===== src/rtl/timer_arbiter_pkg.sv =====
// Shared types and limits for the timer arbiter.
// Combinational-only contents; no timing or flow control here.
// State encoding is fixed at 2 bits so debug views stay stable.
package timer_arbiter_pkg;

    typedef enum logic [1:0] {
        IDLE = 2'd0,
        RUN  = 2'd1,
        DONE = 2'd2
    } state_t;

    localparam int TIMER_ARB_MAX_REQ = 8;

endpackage


===== src/rtl/timer_arbiter_rr_pick.sv =====
// Round-robin selector: first set req bit searching upward from ptr+1, wrapping.
// Latency: purely combinational.
// Backpressure: none; the caller decides when to act on the pick.
module rr_pick #(
    parameter int N_REQ = 4,
    parameter int IDX_W = 2
) (
    input  logic [N_REQ-1:0] req,
    input  logic [IDX_W-1:0] ptr,
    output logic [N_REQ-1:0] sel_oh,
    output logic [IDX_W-1:0] sel_idx,
    output logic             any
);

    always_comb begin
        int idx;
        idx     = 0;
        sel_oh  = '0;
        sel_idx = '0;
        any     = 1'b0;
        // k starts at 1 so the last winner is visited last.
        for (int k = 1; k <= N_REQ; k++) begin
            idx = int'(ptr) + k;
            if (idx >= N_REQ) begin
                idx = idx - N_REQ;
            end
            if (!any && req[IDX_W'(idx)]) begin
                sel_oh[IDX_W'(idx)] = 1'b1;
                sel_idx             = IDX_W'(idx);
                any                 = 1'b1;
            end
        end
    end

endmodule


===== src/rtl/timer_arbiter.sv =====
// Shares one down-counting timer between N_REQ requesters, round-robin; optional TIMER_ARB_ABORT_EN adds abort.
// Latency: grant one edge after req seen in IDLE; done pulse L edges later; job period L+2 cycles.
// Backpressure: req is a level held by the client; changes during RUN/DONE are ignored.
module timer_arbiter
    import timer_arbiter_pkg::*;
#(
    parameter int N_REQ = 4,
    parameter int CNT_W = 8
) (
    input  logic                   clk,
    input  logic                   reset,
    input  logic [N_REQ-1:0]       req,
    input  logic [N_REQ*CNT_W-1:0] len,
`ifdef TIMER_ARB_ABORT_EN
    input  logic                   abort,
`endif
    output logic [N_REQ-1:0]       grant,
    output logic [N_REQ-1:0]       done,
    output logic                   busy,
    output logic [CNT_W-1:0]       cnt
);

    localparam int IDX_W = (N_REQ > 1) ? $clog2(N_REQ) : 1;

    state_t             state_q, state_d;
    logic [N_REQ-1:0]   grant_q, grant_d;
    logic [N_REQ-1:0]   done_q, done_d;
    logic               busy_q, busy_d;
    logic [CNT_W-1:0]   cnt_q, cnt_d;
    logic [IDX_W-1:0]   ptr_q, ptr_d;
    logic [IDX_W-1:0]   sel_q, sel_d;

    logic [N_REQ-1:0]   pick_oh;
    logic [IDX_W-1:0]   pick_idx;
    logic               pick_any;
    logic [CNT_W-1:0]   pick_len;
    logic [CNT_W-1:0]   load_val;
    logic               abort_hit;

    rr_pick #(
        .N_REQ (N_REQ),
        .IDX_W (IDX_W)
    ) u_pick (
        .req     (req),
        .ptr     (ptr_q),
        .sel_oh  (pick_oh),
        .sel_idx (pick_idx),
        .any     (pick_any)
    );

    always_comb begin
        pick_len = '0;
        for (int i = 0; i < N_REQ; i++) begin
            if (pick_idx == IDX_W'(i)) begin
                pick_len = len[i*CNT_W +: CNT_W];
            end
        end
    end

    // A zero length still costs one cycle so the counter never wraps.
    assign load_val = (pick_len == '0) ? CNT_W'(1) : pick_len;

`ifdef TIMER_ARB_ABORT_EN
    assign abort_hit = abort;
`else
    assign abort_hit = 1'b0;
`endif

    always_comb begin
        state_d = state_q;
        grant_d = grant_q;
        done_d  = done_q;
        busy_d  = busy_q;
        cnt_d   = cnt_q;
        ptr_d   = ptr_q;
        sel_d   = sel_q;
        case (state_q)
            IDLE: begin
                if (pick_any) begin
                    state_d = RUN;
                    grant_d = pick_oh;
                    cnt_d   = load_val;
                    sel_d   = pick_idx;
                    busy_d  = 1'b1;
                end
            end
            RUN: begin
                if (abort_hit) begin
                    state_d = IDLE;
                    grant_d = '0;
                    cnt_d   = '0;
                    busy_d  = 1'b0;
                    ptr_d   = sel_q;
                end else if (cnt_q == CNT_W'(1)) begin
                    state_d = DONE;
                    grant_d = '0;
                    cnt_d   = '0;
                    done_d  = grant_q;
                end else begin
                    cnt_d = cnt_q - CNT_W'(1);
                end
            end
            DONE: begin
                state_d = IDLE;
                done_d  = '0;
                busy_d  = 1'b0;
                ptr_d   = sel_q;
            end
            default: begin
                state_d = IDLE;
                grant_d = '0;
                done_d  = '0;
                busy_d  = 1'b0;
                cnt_d   = '0;
            end
        endcase
    end

    always_ff @(posedge clk or negedge reset) begin
        if (!reset) begin
            state_q <= IDLE;
            grant_q <= '0;
            done_q  <= '0;
            busy_q  <= 1'b0;
            cnt_q   <= '0;
            ptr_q   <= IDX_W'(N_REQ - 1);
            sel_q   <= '0;
        end else begin
            state_q <= state_d;
            grant_q <= grant_d;
            done_q  <= done_d;
            busy_q  <= busy_d;
            cnt_q   <= cnt_d;
            ptr_q   <= ptr_d;
            sel_q   <= sel_d;
        end
    end

    assign grant = grant_q;
    assign done  = done_q;
    assign busy  = busy_q;
    assign cnt   = cnt_q;

endmodule

===== config.mk =====
export PLATFORM = sky130hd
export DESIGN_NAME = timer_arbiter
export DESIGN_NICKNAME = d
export VERILOG_FILES = /design/src/rtl/timer_arbiter_pkg.sv /design/src/rtl/timer_arbiter_rr_pick.sv /design/src/rtl/timer_arbiter.sv
export SDC_FILE = /design/constraint.sdc
export NUM_CORES = 1
export LEC_CHECK = 0
export ABC_AREA = 1
export BUFFER_PORTS_ARGS = -buffer_cell sky130_fd_sc_hd__buf_2
export CAP_MARGIN = 20
export CORE_MARGIN = 2
export CORE_UTILIZATION = 25
export DETAILED_ROUTE_END_ITERATION = 16
export HOLD_SLACK_MARGIN = 0.1
export PLACE_DENSITY = 0.51
export SKIP_LAST_GASP = 1
export SLEW_MARGIN = 10
export SYNTH_ARGS = -nofsm -noshare
export SYNTH_HDL_FRONTEND = slang
export SYNTH_SLANG_ARGS = --single-unit

===== constraint.sdc =====
create_clock -name clk -period 3.5 [get_ports clk]
set_clock_uncertainty 0.05 [all_clocks]
set_input_delay 0.35 -clock clk [delete_from_list [all_inputs] [get_ports clk]]
set_output_delay 0.35 -clock clk [all_outputs]
set_load 0.005 [all_outputs]

==> out/results.ini, run 1 <==
[global_routing]
grt_usage = 0.127
grt_pass1_vias = 1966
grt_pass1_wl_mm = 9.00
grt.overflow.total = 0
antenna_found_initial = 0
grt_max_degree = 24

[logic_synthesis]
synth.largest_area_cell = dfrtp_1
ys_ff_latch = 23
yosysMostFrequentCell = nand2_1
ys.flop_type = dfrtp_1
syn-cell-area_um2 = 1970
synth_nets = 333
ys_warn_count = 0
syn_avg_cell_area_um2 = 6.90
synth.distinct_cells = 29
synth_common_cells = nand2_1, inv_1, nand3_1, nor2_1, o21ai_0
syn_inst = 285
yosys.area.top_type_share = 0.267
synth.area.top_cells = dfrtp_1, nand2_1, inv_1
ys_seq_area_frac = 0.294
synth-edff-count = 0
async_flop_share = 1.00

[setup_path]
cp.required_ns = 3.65
critPathArrivalTime_ns = 3.21
end_kind = register
worstPathMaxFanout = 14
start_kind = register
path_class = register to register

[finish]
nets = 390
seq_area_um2 = 578
multi_input_area_um2 = 1160
diodes = 0
finalInstanceArea_um2 = 2380
syn2layout_area_growth_pct = 21.0
utilization = 0.309
drive_above_1_share = 0.261
fill_cells = 873
fin_cells = 443

[pwr]
power_leakage_nw = 1.28
max-vdd-ir-drop_mv = 0.101
p_per_area_nw_per_um2 = 224
finalPower_mw = 0.532

[sta]
slew_violations = 0
max_slew_margin = 0.575
hold_viol_final = 0
final.min_clock_period_ns = 3.06
hold_ws_ns = 0.452
rsz0062_at_grt = false
setup_viol = 0
clock.fmax_ghz = 0.327
setup_ws_ns = 0.442
tightest_slew_ns = 0.631
fin_setup_tns_ns = 0
min_period_over_period = 0.874

[min_path]
hold_class = register to register

[clock_tree]
clock_latency_ns = 0.26
cts-buffers-inserted = 3
h-tree-depth = 1
cts_setup_buffers = 0
clockBufferDepth = 2
path_clk_slew_ns = 0.09
clock-root-buffer = clkbuf_8
cts_tree = yes
clock_sinks = 23

[die]
rows = 32
die_area_um2 = 8590
die_w_um = 92.7
ios = 55
fp.dieH_um = 92.7
start_util = 0.256
coreArea_um2 = 7690

[placed_design]
place_area_um2 = 2320
place_hpwl_mm = 4.22
place_congestion = 0.863
dp_slack_ns = 0.335
dp.cells = 438
numPortBuffers = 54

[routing]
post_drt_via_cell_ratio = 4.46
ant_nets = 0
routed_wirelength_mm = 5.18
drc = 0
firstDrtPassIters = 4
drt_iter0_markers = 107
wl_per_cell_um = 11.7
vias = 1976

[run_status]
status = complete, no violations

[run]
drv_cap = 0

## state kept, by name (all words and copies together) (netlist names)
signal / cells
ptr_q: 2
grant: 4
sel_q: 2
state_q: 2
busy: 1
done: 4
cnt: 8
## layout make-up
| cell class | instances | share of cell area |
|---|---|---|
| tap | 102 | 0.0537 |
| inverter | 46 | 0.0736 |
| multi-input combinational | 212 | 0.489 |
| sequential | 23 | 0.243 |
| clock inverter | 1 | 0.00210 |
| timing repair buffer | 56 | 0.121 |
| clock buffer | 3 | 0.0174 |
## cell usage in the layout (no fill, tap or decap)
| cell | count |
|---|---|
| a21oi_1 | 8 |
| a22oi_1 | 3 |
| a31oi_1 | 2 |
| a32oi_1 | 2 |
| buf_2 | 54 |
| buf_4 | 1 |
| clkbuf_8 | 3 |
| clkinv_1 | 2 |
| clkinv_2 | 1 |
| dfrtp_1 | 21 |
| dfstp_2 | 2 |
| dlygate4sd3_1 | 1 |
| ha_1 | 10 |
| inv_1 | 40 |
| inv_2 | 3 |
| inv_4 | 1 |
| nand2_1 | 70 |
| nand2_2 | 6 |
| nand2_4 | 5 |
| nand3_1 | 24 |
| nand3_2 | 5 |
| nand3b_1 | 1 |
| nand4_1 | 4 |
| nand4_2 | 1 |
| nor2_1 | 24 |
| nor2_2 | 5 |
| nor2_4 | 2 |
| nor3_1 | 2 |
| o21ai_0 | 24 |
| o22ai_1 | 9 |
| xnor2_1 | 1 |
| xor2_1 | 4 |
## critical path, cell delays in order, from the launching register on
cell and delay (ns):
dfstp_2 0.67, inv_4 0.14, ha_1 0.36, inv_1 0.16
nand2_1 0.13, nand2_4 0.14, inv_2 0.06, nand3_2 0.07
nor2_1 0.06, nor2_4 0.22, nor2_2 0.10, inv_2 0.10
nor2_1 0.05, nor2_1 0.17, nand2_1 0.07, nor2_1 0.10
nand2_1 0.05, nand2_1 0.05, nand2_1 0.05, nand2_1 0.07
nand2_1 0.05, nand2_1 0.05
## final timing paths
| kind | startpoint | endpoint | slack [ns] | depth (start not counted) |
|---|---|---|---|---|
| max reg2reg | ptr_q[0] | cnt[0] | 0.44 | 21 |
| min | sel_q[0] | sel_q[0] | 0.45 | 2 |
| max | ptr_q[0] | cnt[0] | 0.44 | 21 |
| max in group asynchronous | reset | ptr_q[1] | 2.50 | 2 |
| min in group asynchronous | reset | done[3] | 0.54 | 2 |
| min reg2reg | sel_q[0] | sel_q[0] | 0.45 | 2 |
## cells by family after synthesis
kind of cell / Yosys count / synth area share
compound gates: 48 / 0.137
simple gates: 149 / 0.367
fa+ha+maj: 10 / 0.0637
flops: 23 / 0.294
buf+inv: 50 / 0.116
xor+xnor: 5 / 0.0223
## power by group
| part | total, mW | switching (mW) | leakage [nW] | internal (mW) |
|---|---|---|---|---|
| Sequential | 0.266 | 0 | 0.268 | 0.266 |
| Clock | 0.165 | 0.0855 | 0.0255 | 0.0793 |
| Combinational | 0.102 | 0.0630 | 0.986 | 0.0390 |
| Total | 0.532 | 0.149 | 1.28 | 0.384 |
## what timing repair did
| item | CTS | global route |
|---|---|---|
| gates resized for setup | 0 | 1 |
| setup endpoints to repair | 0 | 1 |
| hold buffers | 1 | 0 |
| hold endpoints to repair | 21 | 0 |
## layer usage
layer	GRT usage	wire length, µm	up-vias
met4	0.0221	38	0
li1	-	-	1038
met1	0.184	2630	877
met3	0.0155	235	2
met5	0	0	-
met2	0.204	2270	59
Note: power is estimated with default switching activity, not from simulation.
==> run 2, diff against run 1 <==
Settings changed: CORE_MARGIN 2 to 4, REMOVE_ABC_BUFFERS from default to 1.
==> out/results.ini, run 2 (synthesis gave the netlist of run 1 again) <==
[run_status]
status = complete, no violations

[setup_path]
critical_path.startpoint = ptr_q[1]
slowest_stage = dfstp_2
start_kind = register
path_cells = inv_1, ha_1, inv_1, nand3_2, nand2_2, inv_1, a21oi_1, nand2_1, nand2_4, nor2_2, nand2_1, nand3_1, nor2_1, nand2_1, nor2_1, nand2_1, nand2_1, nand2_1, nand2_1, nand2_1, nand2_1
cp.required_ns = 3.66
slowest_delay_ns = 0.62
cp_common_cell = nand2_1
r2r-end = cnt[0]
critPathArrivalTime_ns = 3.25
worstPathMaxFanout = 18
rr_worst_depth = 21
end_kind = register
r2r_setup_slack_ns = 0.41
path_class = register to register
r2r-start = ptr_q[1]

[global_routing]
grt_pass1_vias = 1966
grt_usage = 0.115
antenna_found_initial = 0
grt_pass1_wl_mm = 9.24
grt_max_degree = 24
grt.overflow.total = 0

[routing]
vias = 1963
routed_wirelength_mm = 5.20
firstDrtPassIters = 5
ant_nets = 0
wl_per_cell_um = 11.7
drc = 0
drt_iter0_markers = 106
post_drt_via_cell_ratio = 4.41

[sta]
slew_violations = 0
fin_setup_tns_ns = 0
setup_ws_ns = 0.411
clock.fmax_ghz = 0.324
max_slew_margin = 0.571
setup_viol = 0
tightest_slew_ns = 0.637
final.min_clock_period_ns = 3.09
hold_viol_final = 0
rsz0062_at_grt = false
min_period_over_period = 0.883
hold_ws_ns = 0.452

[clock_tree]
clock_sinks = 23
clock-root-buffer = clkbuf_8
clockBufferDepth = 2
cts-buffers-inserted = 3
path_clk_slew_ns = 0.09
cts_tree = yes
h-tree-depth = 1
clock_latency_ns = 0.27

[finish]
drive_above_1_share = 0.268
final_common_cell = nand2_1
largest_reg_flops = 8
layout_common_cells = nand2_1, buf_2, inv_1
nets = 392
syn2layout_area_growth_pct = 22.0
diodes = 0
utilization = 0.312

[die]
die_w_um = 96.7
die_area_um2 = 9350
coreArea_um2 = 7690
start_util = 0.256
fp.dieH_um = 96.7
rows = 32
ios = 55

[min_path]
hold_class = register to register
hp-start = sel_q[0]
hold_depth = 2
min_to = sel_q[0]

[placed_design]
place_hpwl_mm = 4.29
dp_slack_ns = 0.296
place_congestion = 0.826
numPortBuffers = 54

[pwr]
power_leakage_nw = 1.29
p_per_area_nw_per_um2 = 226
max-vdd-ir-drop_mv = 0.121

[run]
drv_cap = 0

-- run 2: cell count changes in the layout (fill, tap and decap cells not counted), sizes merged --
cell / change
clkinvlp: +1
clkinv: -1
buf: +2
-- run 2: how the worst max path moves through the flow --
stage / to / slack (ns)
final: cnt[0] / 0.41
after global routing: cnt[0] / 0.04
after CTS: cnt[0] / 0.27
after detailed placement: cnt[0] / 0.30
after global placement: cnt[0] / 0.45
after floorplan: cnt[0] / 0.74
-- run 2: critical path, delay by kind of cell, from the launching register on --
kind	cells	cell delay [ns]
AOI/OAI and AO/OA	1	0.12
adders and majority gates	1	0.38
DFF	1	0.62
buffers and inverters	3	0.42
and+or+nand+nor	16	1.43
-- run 2: stage by stage --
stage	std cells	power (mW)	instance area (µm²)
after global routing	445	0.575	2400
after global placement	437	0.371	2310
final	445	0.541	2400
after floorplan	281	0.330	1910
after detailed placement	437	0.372	2310
after CTS	442	0.548	2370
-- run 2: final cells by class --
class	count	area (µm²)
multi-input cells	212	1170
repair buffers	58	303
well taps	102	128
inverters	46	175
clock inverters	1	7.51
flip-flops and latches	23	578
clock buffers	3	41.3
fillers	869	5290
-- run 2: per-layer routing --
metal	track usage	part of all wire	vias up
li1	-	-	1041
met1	0.162	0.52	874
met2	0.183	0.43	43
met3	0.0159	0.039	5
met4	0.0356	0.014	0
met5	0	0	-
-- run 2: where the power goes --
| part | switching, mW | internal [mW] | total [mW] |
|---|---|---|---|
| logic | 0.0630 | 0.0392 | 0.102 |
| registers | 0 | 0.266 | 0.266 |
| clock network | 0.0925 | 0.0807 | 0.173 |
| total | 0.156 | 0.386 | 0.541 |
-- run 2: timing repair --
| action | 4_1_cts | 5_1_grt |
|---|---|---|
| resized for setup | 0 | 2 |
| hold buffers | 1 | 0 |
| setup endpoints to repair | 0 | 1 |
| hold endpoints to repair | 21 | 0 |
| buffers inserted | 0 | 3 |
